**src/rtl/apu_frame_ctrl.sv**
```systemverilog
// ---------------------------------------------------------------------------
// apu_frame_ctrl
//   APU frame sequencer controller. It decodes $4017 frame-counter writes and
//   $4015 status reads. It steps the 4-step / 5-step frame pattern and emits
//   the quarter-frame (envelope/linear) and half-frame (length/sweep) clock
//   pulses. It also owns the frame IRQ flag.
//
// Ports
//   iClk          in   APU clock, one edge per APU cycle
//   iReset        in   asynchronous reset, active-high
//   iWrite4017    in   one-cycle $4017 write strobe
//   iData[7:0]    in   write data: [7] mode (1 = 5-step), [6] IRQ inhibit
//   iRead4015     in   one-cycle status-read strobe, clears the frame IRQ
//   oQuarterClk   out  one-cycle quarter-frame pulse
//   oHalfClk      out  one-cycle half-frame pulse
//   oFrameIRQ     out  frame IRQ flag (level)
//   oMode         out  currently applied mode
//   oStep[2:0]    out  current step index (0..4)
//   oWritePending out  a $4017 write is waiting to be applied
// ---------------------------------------------------------------------------
module apu_frame_ctrl #(
  parameter int STEP_PERIOD = 7457,
  parameter int DIV_WIDTH   = 13,
  parameter int WRITE_DELAY = 3
) (
  input  logic       iClk,
  input  logic       iReset,
  input  logic       iWrite4017,
  input  logic [7:0] iData,
  input  logic       iRead4015,
  output logic       oQuarterClk,
  output logic       oHalfClk,
  output logic       oFrameIRQ,
  output logic       oMode,
  output logic [2:0] oStep,
  output logic       oWritePending
);

  localparam int DLY_WIDTH = (WRITE_DELAY < 2) ? 1 : $clog2(WRITE_DELAY + 1);
  localparam logic [DIV_WIDTH-1:0] DIV_LAST = DIV_WIDTH'(STEP_PERIOD - 1);
  localparam logic [DLY_WIDTH-1:0] DLY_LOAD = DLY_WIDTH'(WRITE_DELAY);

  typedef enum logic [2:0] {
    STEP0 = 3'd0,
    STEP1 = 3'd1,
    STEP2 = 3'd2,
    STEP3 = 3'd3,
    STEP4 = 3'd4
  } stepT;

  stepT                 step;
  stepT                 nextStep;
  logic [DIV_WIDTH-1:0] divCnt;
  logic [DLY_WIDTH-1:0] delayCnt;
  logic                 mode;
  logic                 inhibit;
  logic                 irqFlag;
  logic                 quarterClk;
  logic                 halfClk;
  logic                 pending;
  logic                 pendMode;
  logic                 pendInhibit;

  logic                 stepDue;
  logic                 applyNow;
  logic                 decQuarter;
  logic                 decHalf;
  logic                 decIrq;
  logic                 setIrq;
  logic                 clrIrq;

  // Bits 5:0 of $4017 carry no meaning for this block.
  logic                 unusedDataBits;
  assign unusedDataBits = ^iData[5:0];

  assign stepDue  = (divCnt == DIV_LAST);
  // A fresh strobe on the apply edge restarts the delay, so the older write
  // must not land on that same edge.
  assign applyNow = pending && (delayCnt == DLY_WIDTH'(1)) && !iWrite4017;
  assign setIrq   = stepDue && !applyNow && decIrq;
  assign clrIrq   = iRead4015 || (applyNow && pendInhibit);

  // Decode the current (pre-advance) step into pulses, IRQ request and successor.
  always_comb begin
    decQuarter = 1'b0;
    decHalf    = 1'b0;
    decIrq     = 1'b0;
    nextStep   = STEP0;
    case (step)
      STEP0: begin
        decQuarter = 1'b1;
        nextStep   = STEP1;
      end
      STEP1: begin
        decQuarter = 1'b1;
        decHalf    = 1'b1;
        nextStep   = STEP2;
      end
      STEP2: begin
        decQuarter = 1'b1;
        nextStep   = STEP3;
      end
      STEP3: begin
        if (!mode) begin
          decQuarter = 1'b1;
          decHalf    = 1'b1;
          decIrq     = !inhibit;
          nextStep   = STEP0;
        end else begin
          nextStep   = STEP4;
        end
      end
      STEP4: begin
        decQuarter = 1'b1;
        decHalf    = 1'b1;
        nextStep   = STEP0;
      end
      default: begin
        nextStep   = STEP0;
      end
    endcase
  end

  // $4017 write path: latch data, count down the delay, then apply mode/inhibit.
  always_ff @(posedge iClk or posedge iReset) begin
    if (iReset) begin
      pending     <= 1'b0;
      pendMode    <= 1'b0;
      pendInhibit <= 1'b0;
      delayCnt    <= '0;
      mode        <= 1'b0;
      inhibit     <= 1'b0;
    end else if (iWrite4017) begin
      pending     <= 1'b1;
      pendMode    <= iData[7];
      pendInhibit <= iData[6];
      delayCnt    <= DLY_LOAD;
    end else if (applyNow) begin
      pending     <= 1'b0;
      delayCnt    <= '0;
      mode        <= pendMode;
      inhibit     <= pendInhibit;
    end else if (pending) begin
      delayCnt    <= delayCnt - DLY_WIDTH'(1);
    end
  end

  // Step divider and sequencer; an applied write restarts the frame and
  // swallows any step event due on the same edge.
  always_ff @(posedge iClk or posedge iReset) begin
    if (iReset) begin
      divCnt     <= '0;
      step       <= STEP0;
      quarterClk <= 1'b0;
      halfClk    <= 1'b0;
    end else if (applyNow) begin
      divCnt     <= '0;
      step       <= STEP0;
      quarterClk <= pendMode;
      halfClk    <= pendMode;
    end else if (stepDue) begin
      divCnt     <= '0;
      step       <= nextStep;
      quarterClk <= decQuarter;
      halfClk    <= decHalf;
    end else begin
      divCnt     <= divCnt + DIV_WIDTH'(1);
      quarterClk <= 1'b0;
      halfClk    <= 1'b0;
    end
  end

  // Frame IRQ flag; a set on the same edge as a clear wins.
  always_ff @(posedge iClk or posedge iReset) begin
    if (iReset) begin
      irqFlag <= 1'b0;
    end else if (setIrq) begin
      irqFlag <= 1'b1;
    end else if (clrIrq) begin
      irqFlag <= 1'b0;
    end
  end

  assign oQuarterClk   = quarterClk;
  assign oHalfClk      = halfClk;
  assign oFrameIRQ     = irqFlag;
  assign oMode         = mode;
  assign oStep         = step;
  assign oWritePending = pending;

endmodule
```
**config.mk**
```make
export PLATFORM = sky130hd
export DESIGN_NAME = apu_frame_ctrl
export DESIGN_NICKNAME = d
export VERILOG_FILES = /design/src/rtl/apu_frame_ctrl.sv
export SDC_FILE = /design/constraint.sdc
export NUM_CORES = 1
export LEC_CHECK = 0
export ABC_AREA = 0
export BUFFER_PORTS_ARGS = -buffer_cell sky130_fd_sc_hd__buf_4
export CAP_MARGIN = 10
export CORE_MARGIN = 4
export CORE_UTILIZATION = 35
export CTS_CLUSTER_SIZE = 8
export DETAILED_ROUTE_END_ITERATION = 10
export MAX_ROUTING_LAYER = met4
export PLACE_DENSITY = 0.64
export SYNTH_ARGS = -nofsm -noshare
export SYNTH_HDL_FRONTEND = slang
export SYNTH_SLANG_ARGS = --single-unit
```
**constraint.sdc**
```tcl
create_clock -name iClk -period 2.82 [get_ports iClk]
set_input_delay 0.141 -clock iClk [delete_from_list [all_inputs] [get_ports iClk]]
set_output_delay 0.141 -clock iClk [all_outputs]
set_load 0.01 [all_outputs]
```
==> run summary, run 1 <==
CTS Hold Bufs: 0
CP arrival: 1.80 ns
met1 Usage GRT: 14.5%
critical path data required time: 3.02 ns
Hold Path Class: in -> async
pwr/cell area: 748 nW/um^2
mapped cell area: 1250 sq um
internal power: 669 uW
status: finished, final reports clean
Placed Cells: 182
via/cell ratio: 4.94
grt ovf: 0
Setup crit start kind: flip-flop
CTS Buf Count: 3
Worst Clk Skew: 0.00548 ns
Critical Path Sink Type: flip-flop
Critical-path top delay cell: dfrtp_1
Core Area: 3390 sq um
post-CTS setup buffers: 0
max-cap violations: 0
Layout Nets: 156
Clock Power Share: 14.8%
H-Tree Depth: 1
Worst-Skew Late Latency: 0.32 ns
final worst path period need: 1.60 ns
GRT busiest layer: met2
Distinct cells, synth: 29
Die H: 67.7 um
number of buffers added on ports: 13
filler instances: 341
Final Max Tran Viols: 0
Layout Cells excl Fill: 185
cts repair resizes: 0
grt met3 use: 3.49%
Sw Share: 36.7%
post-synth net total: 140
worst reg2reg path depth: 6
DR iter-0 viols: 32
CP top delay family: simple AND/OR/NAND/NOR gates
Routed wire per std cell: 12.7 um
sequential share of power: 54.5%
die area: 4580 sq um
ANT cells: 0
# IOs: 20
Final GP Congestion: 0.842
leakage: 0.644 nW
Fmax: 625 MHz
Peak VDD IR: 403 uV
Slew @ Worst Pin: 0.989 ns
area grow syn2layout: 13.5%
Comb power frac: 30.8%
first-pass GRT wire length: 4.27 mm
clock buffer depth: 2
via count: 914
RSZ-0062 raised after global routing: no
starting density of the core: 36.8%
DP HPWL: 1.74 mm
Residual DRC: 0
Gate Count Post-Synth: 125
Slew HR: 34.0%
RR Endpoint: oStep[0]
drt pass-1 iters: 4
Syn Area/Cell: 9.97 sq um
Design Power: 1.06 mW
commonest non-fill, non-tap cell in the layout: dfrtp_1
width of the die: 67.7 um
CTS clk-pin slew, worst paths: 0.14 ns
CTS Sinks: 26
setup slack, reg-to-reg: 1.22 ns
Psw: 389 uW
setup TNS: 0 ns
Final ANT Viol Nets: 0
grt met2 use: 22.0%
worst path buffer plus inverter count: 1
crit-path cells: inv_1 -> ha_1 -> and4b_1 -> nand3_2 -> nand2_1 -> o21ai_0
CTS tree: done
Core Rows: 21
Synth Register Bits: 26
Fin. Hold Viols: 0
Crit Path Category: reg -> reg
Final Cycle Share: 56.7%
GRT Util Overall: 12.6%
initial antenna violation count: 0
sequential share of the synthesized area: 52.2%
DRT Wirelength: 2.34 mm
Crit path largest cell delay: 0.44 ns
CTS Root Cell: clkbuf_4
pin count of the biggest net entering global routing: 27
synth warn: 0
ratio of cells with drive above 1 in the final layout: 15.1%
Setup violations, final: 0
number of global-route vias before repair: 981
most frequent cells in the layout: dfrtp_1, nor2_1, nand2_1
r2r startpoint: divCnt[0]
Critical Path Fanout Max: 13
==> synth_stat cells <==
library cell | n | area, sq um
a21oi_1 | 5 | 25.0
a22oi_1 | 1 | 7.51
a32oi_1 | 1 | 8.76
and3_1 | 2 | 12.5
and3b_1 | 1 | 8.76
and4b_1 | 1 | 10.0
and4bb_2 | 1 | 12.5
buf_2 | 2 | 10.0
dfrtp_1 | 26 | 651
ha_1 | 3 | 37.5
inv_1 | 10 | 37.5
mux2_2 | 2 | 22.5
nand2_1 | 14 | 52.6
nand2b_1 | 1 | 6.26
nand3_1 | 5 | 25.0
nand3_2 | 1 | 10.0
nand3b_1 | 3 | 22.5
nand4_1 | 2 | 12.5
nor2_1 | 18 | 67.6
nor3_1 | 2 | 10.0
nor4_1 | 3 | 18.8
nor4b_1 | 1 | 8.76
nor4b_4 | 1 | 23.8
o21ai_0 | 3 | 15.0
o21ai_1 | 2 | 10.0
o21bai_1 | 1 | 7.51
or4_1 | 1 | 7.51
xnor2_1 | 10 | 87.6
xor2_1 | 2 | 17.5
==> routing by layer <==
metal	wire [um]	part of all wire, %
met1	1080	46
met3	72	3.1
met5	0	0
met4	12	0.51
met2	1180	50
==> per-stage QoR <==
| stage | worst slack [ns] | utilization [%] | area, sq um | hold slack, ns |
|---|---|---|---|---|
| global route | 1.06 | 41.7 | 1410 | 0.0381 |
| floorplan | 1.33 | - | 1250 | 0.181 |
| CTS | 1.19 | 41.7 | 1410 | 0.0460 |
| finish | 1.22 | 41.7 | 1410 | 0.0419 |
| detailed placement | 1.21 | 41.0 | 1390 | 0.388 |
| global placement | 1.27 | 41.0 | 1390 | 0.375 |
==> cell families (layout without fill, tap and decap cells) <==
group,Yosys count,in the layout,synth area share [%]
simple gates,57,57,24.8
flops,26,26,52.2
compound gates,13,13,5.92
xor+xnor,12,12,8.43
buf+inv,12,26,3.82
fa+ha+maj,3,3,3.01
mux,2,2,1.81
==> worst max path at each step <==
stage	start	endpoint	depth (start not counted)
3_5_place_dp	divCnt[0]	oStep[0]	6
3_3_place_gp	divCnt[0]	oStep[0]	6
5_1_grt	divCnt[0]	oStep[0]	6
4_1_cts	divCnt[0]	oStep[0]	6
2_1_floorplan	delayCnt[0]	oStep[0]	5
6_report	divCnt[0]	oStep[0]	6
==> power groups by stage <==
stage          sequential [mW]  combinational [mW]  clock [mW]
2_1_floorplan            0.575               0.219           0
6_report                 0.576               0.326       0.156
3_3_place_gp             0.578               0.315           0
5_1_grt                  0.594               0.377       0.176
4_1_cts                  0.576               0.331       0.163
3_5_place_dp             0.584               0.329           0
==> flip-flops by register name, indices dropped and copies added, names as in the netlist <==
signal         flops
oStep              3
delayCnt           2
divCnt            13
oFrameIRQ          1
oHalfClk           1
inhibit            1
oWritePending      1
oQuarterClk        1
oMode              1
pendMode           1
pendInhibit        1
==> layout make-up <==
cell class | instances | area [sq um] | area share (%)
timing repair buffer | 13 | 97.6 | 6.90
clock buffer | 3 | 22.5 | 1.59
tap | 46 | 57.6 | 4.07
inverter | 10 | 37.5 | 2.65
sequential | 26 | 651 | 46.0
multi-input combinational | 87 | 548 | 38.8
(Power assumes the default switching activity.)
==> run 2: changes to the inputs <==
--- a/config.mk
+++ b/config.mk
@@ -5,7 +5,7 @@
 export SDC_FILE = /design/constraint.sdc
 export NUM_CORES = 1
 export LEC_CHECK = 0
-export ABC_AREA = 0
+export ABC_AREA = 1
 export BUFFER_PORTS_ARGS = -buffer_cell sky130_fd_sc_hd__buf_4
 export CAP_MARGIN = 10
 export CORE_MARGIN = 4
@@ -13,7 +13,7 @@
 export CTS_CLUSTER_SIZE = 8
 export DETAILED_ROUTE_END_ITERATION = 10
 export MAX_ROUTING_LAYER = met4
-export PLACE_DENSITY = 0.64
+export PLACE_DENSITY = 0.63
 export SYNTH_ARGS = -nofsm -noshare
 export SYNTH_HDL_FRONTEND = slang
 export SYNTH_SLANG_ARGS = --single-unit
==> constraint.sdc (replaced) <==
create_clock -name iClk -period 1.65 [get_ports iClk]
set_input_delay 0.0825 -clock iClk [delete_from_list [all_inputs] [get_ports iClk]]
set_output_delay 0.0825 -clock iClk [all_outputs]
set_load 0.01 [all_outputs]
==> run summary, run 2 <==
Post-synth EDFFs: 0
final worst path period need: 1.42 ns
CTS Root Cell: clkbuf_8
H-Tree Depth: 1
async set or reset register ratio after synthesis: 100%
worst reg2reg path depth: 7
width of the die: 70.9 um
Critical Path Fanout Max: 11
Die H: 70.9 um
Final Hold Slack: 0.0102 ns
pwr/cell area: 1260 nW/um^2
Design Power: 2.03 mW
Core Area: 3740 sq um
Syn Area/Cell: 7.70 sq um
Final Cycle Share: 85.9%
Gate Count Post-Synth: 180
Comb power frac: 30.8%
Core Rows: 22
internal power: 1.28 mW
Hold Path Class: in -> reg
Crit Path Category: reg -> reg
# IOs: 20
RSZ-0062 raised after global routing: no
Slew @ Worst Pin: 0.396 ns
Fin. Hold Viols: 0
most common cell in the netlist: nand2_1
Fmax: 706 MHz
Residual DRC: 0
mapped cell area: 1390 sq um
Setup violations, final: 0
Final ANT Viol Nets: 0
final core occ: 43.1%
sequential share of power: 48.7%
CTS Buf Count: 3
Post-DP Area: 1550 sq um
max reg flops: 13
Slew HR: 73.6%
Worst Clk Skew: 0.00196 ns
Distinct cells, synth: 24
DRT Wirelength: 2.75 mm
Synth area leaders: dfrtp_1, nand2_1, nor2_1
grt ovf: 0
final worst slack: 0.233 ns
number of global-route vias before repair: 1084
Yosys top cell area share: 46.9%
drt pass-1 iters: 4
Top FF cell, synth: dfrtp_1
first-pass GRT wire length: 4.83 mm
clock buffer depth: 2
area grow syn2layout: 16.3%
CTS Sinks: 26
commonest non-fill, non-tap cell in the layout: nand2_1
max-cap violations: 0
Sw Share: 37.2%
critical path data required time: 1.82 ns
Final Max Tran Viols: 0
CTS clk-pin slew, worst paths: 0.09 ns
initial antenna violation count: 0
DP HPWL: 2.00 mm
Worst-Skew Late Latency: 0.27 ns
area leader, netlist: dfrtp_1
Final GP Congestion: 0.825
starting density of the core: 37.0%
sequential share of the synthesized area: 46.9%
CP arrival: 1.58 ns
die area: 5030 sq um
DR iter-0 viols: 42
Setup crit start kind: flip-flop
Biggest register: divCnt
Psw: 756 uW
post-synth net total: 195
most frequent cells in the layout: nand2_1, nor2_1, dfrtp_1
Post-synth top cells: nand2_1, dfrtp_1, nor2_1, inv_1, nand3_1
status: finished, final reports clean
leakage: 0.797 nW
pre-CTS setup slack: 0.200 ns
via/cell ratio: 4.57
Critical Path Sink Type: flip-flop
GRT Util Overall: 12.1%
Layout Nets: 214
Clock Power Share: 20.5%
Final Cell Area: 1610 sq um
Layout Cells excl Fill: 246
via count: 1125
CTS tree: done
Worst Hold Path Cells: 3
filler instances: 415
ratio of cells with drive above 1 in the final layout: 17.2%
Routed wire per std cell: 11.2 um
ANT cells: 0
Synth Register Bits: 26
Peak VDD IR: 506 uV
setup TNS: 0 ns
synth warn: 0
post-CTS setup buffers: 0
number of buffers added on ports: 13
Placed Cells: 241
pin count of the biggest net entering global routing: 27
-- run 2: routing by layer --
layer	track usage, %	share of wire [%]	wire, um
met2	20.7	47	1300
met1	14.9	49	1350
met4	1.25	0.47	13
met5	-	0	0
met3	2.98	2.8	76
-- run 2: power by group through the flow --
stage                     Combinational, mW  Clock, mW  Sequential (mW)
after CTS                             0.637      0.430            0.986
after detailed placement              0.635          0            0.992
final                                 0.626      0.417            0.989
after floorplan                       0.469          0            0.965
after global routing                  0.729      0.453             1.02
after global placement                0.618          0            0.994
-- run 2: cell families after synthesis --
logic type | after synthesis | synth area share, %
xor gates and xnor gates | 6 | 3.79
adders and majority gates | 3 | 2.71
buffers and inverters | 26 | 7.40
and+or+nand+nor | 109 | 35.2
AOI/OAI and AO/OA | 10 | 3.97
DFF | 26 | 46.9
-- run 2: area by class of cell --
type | count | area, sq um | share of cell area, %
tap | 48 | 60.1 | 3.72
inverter | 24 | 90.1 | 5.59
multi-input combinational | 128 | 633 | 39.3
timing repair buffer | 16 | 123 | 7.60
clock buffer | 4 | 55.1 | 3.41
sequential | 26 | 652 | 40.4
-- run 2: worst max-delay path, stage by stage (launching register included) --
cell	delay (ns)
dfrtp_1	0.40
ha_1	0.22
nand2_1	0.08
nor2_1	0.05
inv_1	0.30
nand2_2	0.14
nand2_1	0.08
nand2_1	0.05
-- run 2: final timing paths --
kind                                  start       endpoint  slack [ns]
worst min register to register  pendInhibit    pendInhibit        0.49
worst max register to register  delayCnt[0]       oStep[1]        0.23
worst min-delay path               iData[7]       pendMode        0.01
min in group asynchronous            iReset  oWritePending        0.41
worst max-delay path            delayCnt[0]       oStep[1]        0.23
max in group asynchronous            iReset      divCnt[0]        0.97
-- run 2: timing repair --
| action | CTS | global route |
|---|---|---|
| endpoints found under the hold margin | 26 | 0 |
| gates resized for setup | 0 | 1 |
| setup endpoints to repair | 0 | 1 |
| hold buffers | 1 | 0 |
==> run 3: changes to the inputs <==
--- a/config.mk
+++ b/config.mk
@@ -12,6 +12,7 @@
 export CORE_UTILIZATION = 35
 export CTS_CLUSTER_SIZE = 8
 export DETAILED_ROUTE_END_ITERATION = 10
+export GPL_TIMING_DRIVEN = 0
 export MAX_ROUTING_LAYER = met4
 export PLACE_DENSITY = 0.63
 export SYNTH_ARGS = -nofsm -noshare
==> run summary, run 3 (synthesis gave the netlist of run 2 again) <==
critical path data required time: 1.87 ns
FF+latch area: 652 sq um
final core occ: 43.7%
ANT cells: 0
CTS clk-pin slew, worst paths: 0.09 ns
CP arrival: 1.64 ns
via count: 1166
Design Power: 2.16 mW
Biggest register: divCnt
worst reg2reg path depth: 8
clock buffer depth: 2
Psw: 765 uW
internal power: 1.39 mW
Worst-Skew Late Latency: 0.27 ns
RR Endpoint: oStep[0]
starting density of the core: 37.0%
Core Rows: 22
Fin. Hold Viols: 0
r2r startpoint: divCnt[0]
Slew HR: 36.9%
setup slack, reg-to-reg: 0.23 ns
ratio of cells with drive above 1 in the final layout: 17.1%
multi-input logic area: 633 sq um
status: finished, final reports clean
first-pass GRT wire length: 4.93 mm
final worst path period need: 1.42 ns
Crit path largest cell delay: 0.47 ns
RSZ-0062 raised after global routing: no
Final ANT Viol Nets: 0
via/cell ratio: 4.72
Crit Path Category: reg -> reg
Fmax: 703 MHz
Residual DRC: 0
die area: 5030 sq um
leakage: 0.806 nW
Clock Power Share: 24.9%
number of buffers added on ports: 13
Peak VDD IR: 597 uV
most frequent CP cell: nand2_1
drt pass-1 iters: 4
max reg flops: 13
Final Cycle Share: 86.2%
grt ovf: 0
Final Hold Slack: 0.0171 ns
Setup crit start kind: flip-flop
Comb power frac: 29.5%
Critical-path top delay cell: dfrtp_2
area grow syn2layout: 18.1%
CP top delay family: simple AND/OR/NAND/NOR gates
crit-path cells: inv_2 -> ha_1 -> nand2_1 -> nor2_2 -> nand3_4 -> nor2_4 -> nand2_1 -> nand2_1
CTS Sinks: 26
pre-CTS setup slack: 0.178 ns
width of the die: 70.9 um
final worst slack: 0.227 ns
most frequent cells in the layout: nand2_1, nor2_1, dfrtp_1
number of global-route vias before repair: 1094
Slew @ Worst Pin: 0.946 ns
H-Tree Depth: 1
DRT Wirelength: 2.78 mm
max-cap violations: 0
CTS Buf Count: 3
CTS Root Cell: clkbuf_8
Critical Path Sink Type: flip-flop
# IOs: 20
pin count of the biggest net entering global routing: 27
DP HPWL: 2.05 mm
Die H: 70.9 um
pwr/cell area: 1320 nW/um^2
Sw Share: 35.5%
Final GP Congestion: 0.820
Core Area: 3740 sq um
Hold Path Class: in -> async
filler instances: 399
worst path buffer plus inverter count: 1
GRT Util Overall: 12.5%
Routed wire per std cell: 11.2 um
CTS tree: done
Layout Nets: 215
sequential share of power: 45.6%
DR iter-0 viols: 95
commonest non-fill, non-tap cell in the layout: nand2_1
initial antenna violation count: 0
setup TNS: 0 ns
Setup violations, final: 0
Critical Path Fanout Max: 8
Worst Clk Skew: 0.00118 ns
Final Max Tran Viols: 0
==> run 3: worst max-delay path by stage <==
stage | from | end | slack, ns | cells after the start
2_1_floorplan | divCnt[0] | divCnt[10] | 0.41 | 7
3_3_place_gp | divCnt[0] | divCnt[10] | 0.21 | 7
3_5_place_dp | divCnt[0] | divCnt[10] | 0.18 | 7
4_1_cts | divCnt[0] | divCnt[10] | 0.17 | 7
5_1_grt | divCnt[0] | divCnt[10] | 0.04 | 7
6_report | divCnt[0] | oStep[0] | 0.23 | 8
==> run 3: cell type report <==
| class | instances | area share (%) |
|---|---|---|
| flip-flops and latches | 26 | 39.8 |
| multi-input cells | 128 | 38.7 |
| repair buffers | 15 | 7.19 |
| inverters | 24 | 5.50 |
| well taps | 48 | 3.67 |
| clock buffers | 3 | 2.52 |
| clock inverters | 1 | 1.83 |
| plain buffers | 2 | 0.765 |
==> run 3: repair_timing <==
action / 4_1_cts / 5_1_grt
setup buffers: 0 / 0
hold buffers: 2 / 0
resized for setup: 0 / 1
endpoints found under the hold margin: 2 / 0
setup endpoints to repair: 0 / 1
==> run 3: power groups by stage <==
stage,logic [mW],registers (mW),clock network (mW)
2_1_floorplan,0.469,0.965,0
3_3_place_gp,0.621,0.989,0
3_5_place_dp,0.635,0.988,0
4_1_cts,0.642,0.978,0.557
5_1_grt,0.738,1.01,0.578
6_report,0.635,0.984,0.537
==> run 3: through the flow <==
step | area [sq um] | instances
after floorplan | 1390 | 180
after global placement | 1540 | 241
after detailed placement | 1540 | 241
after CTS | 1640 | 247
after global routing | 1640 | 247
final | 1640 | 247
==> run 3: layer usage <==
metal  track usage (%)  wire (um)  vias up
met5                 -          0        -
met2              20.0       1280       25
met1              16.1       1370      541
li1                  -          -      598
met3              2.98        108        2
met4              3.13         16        0
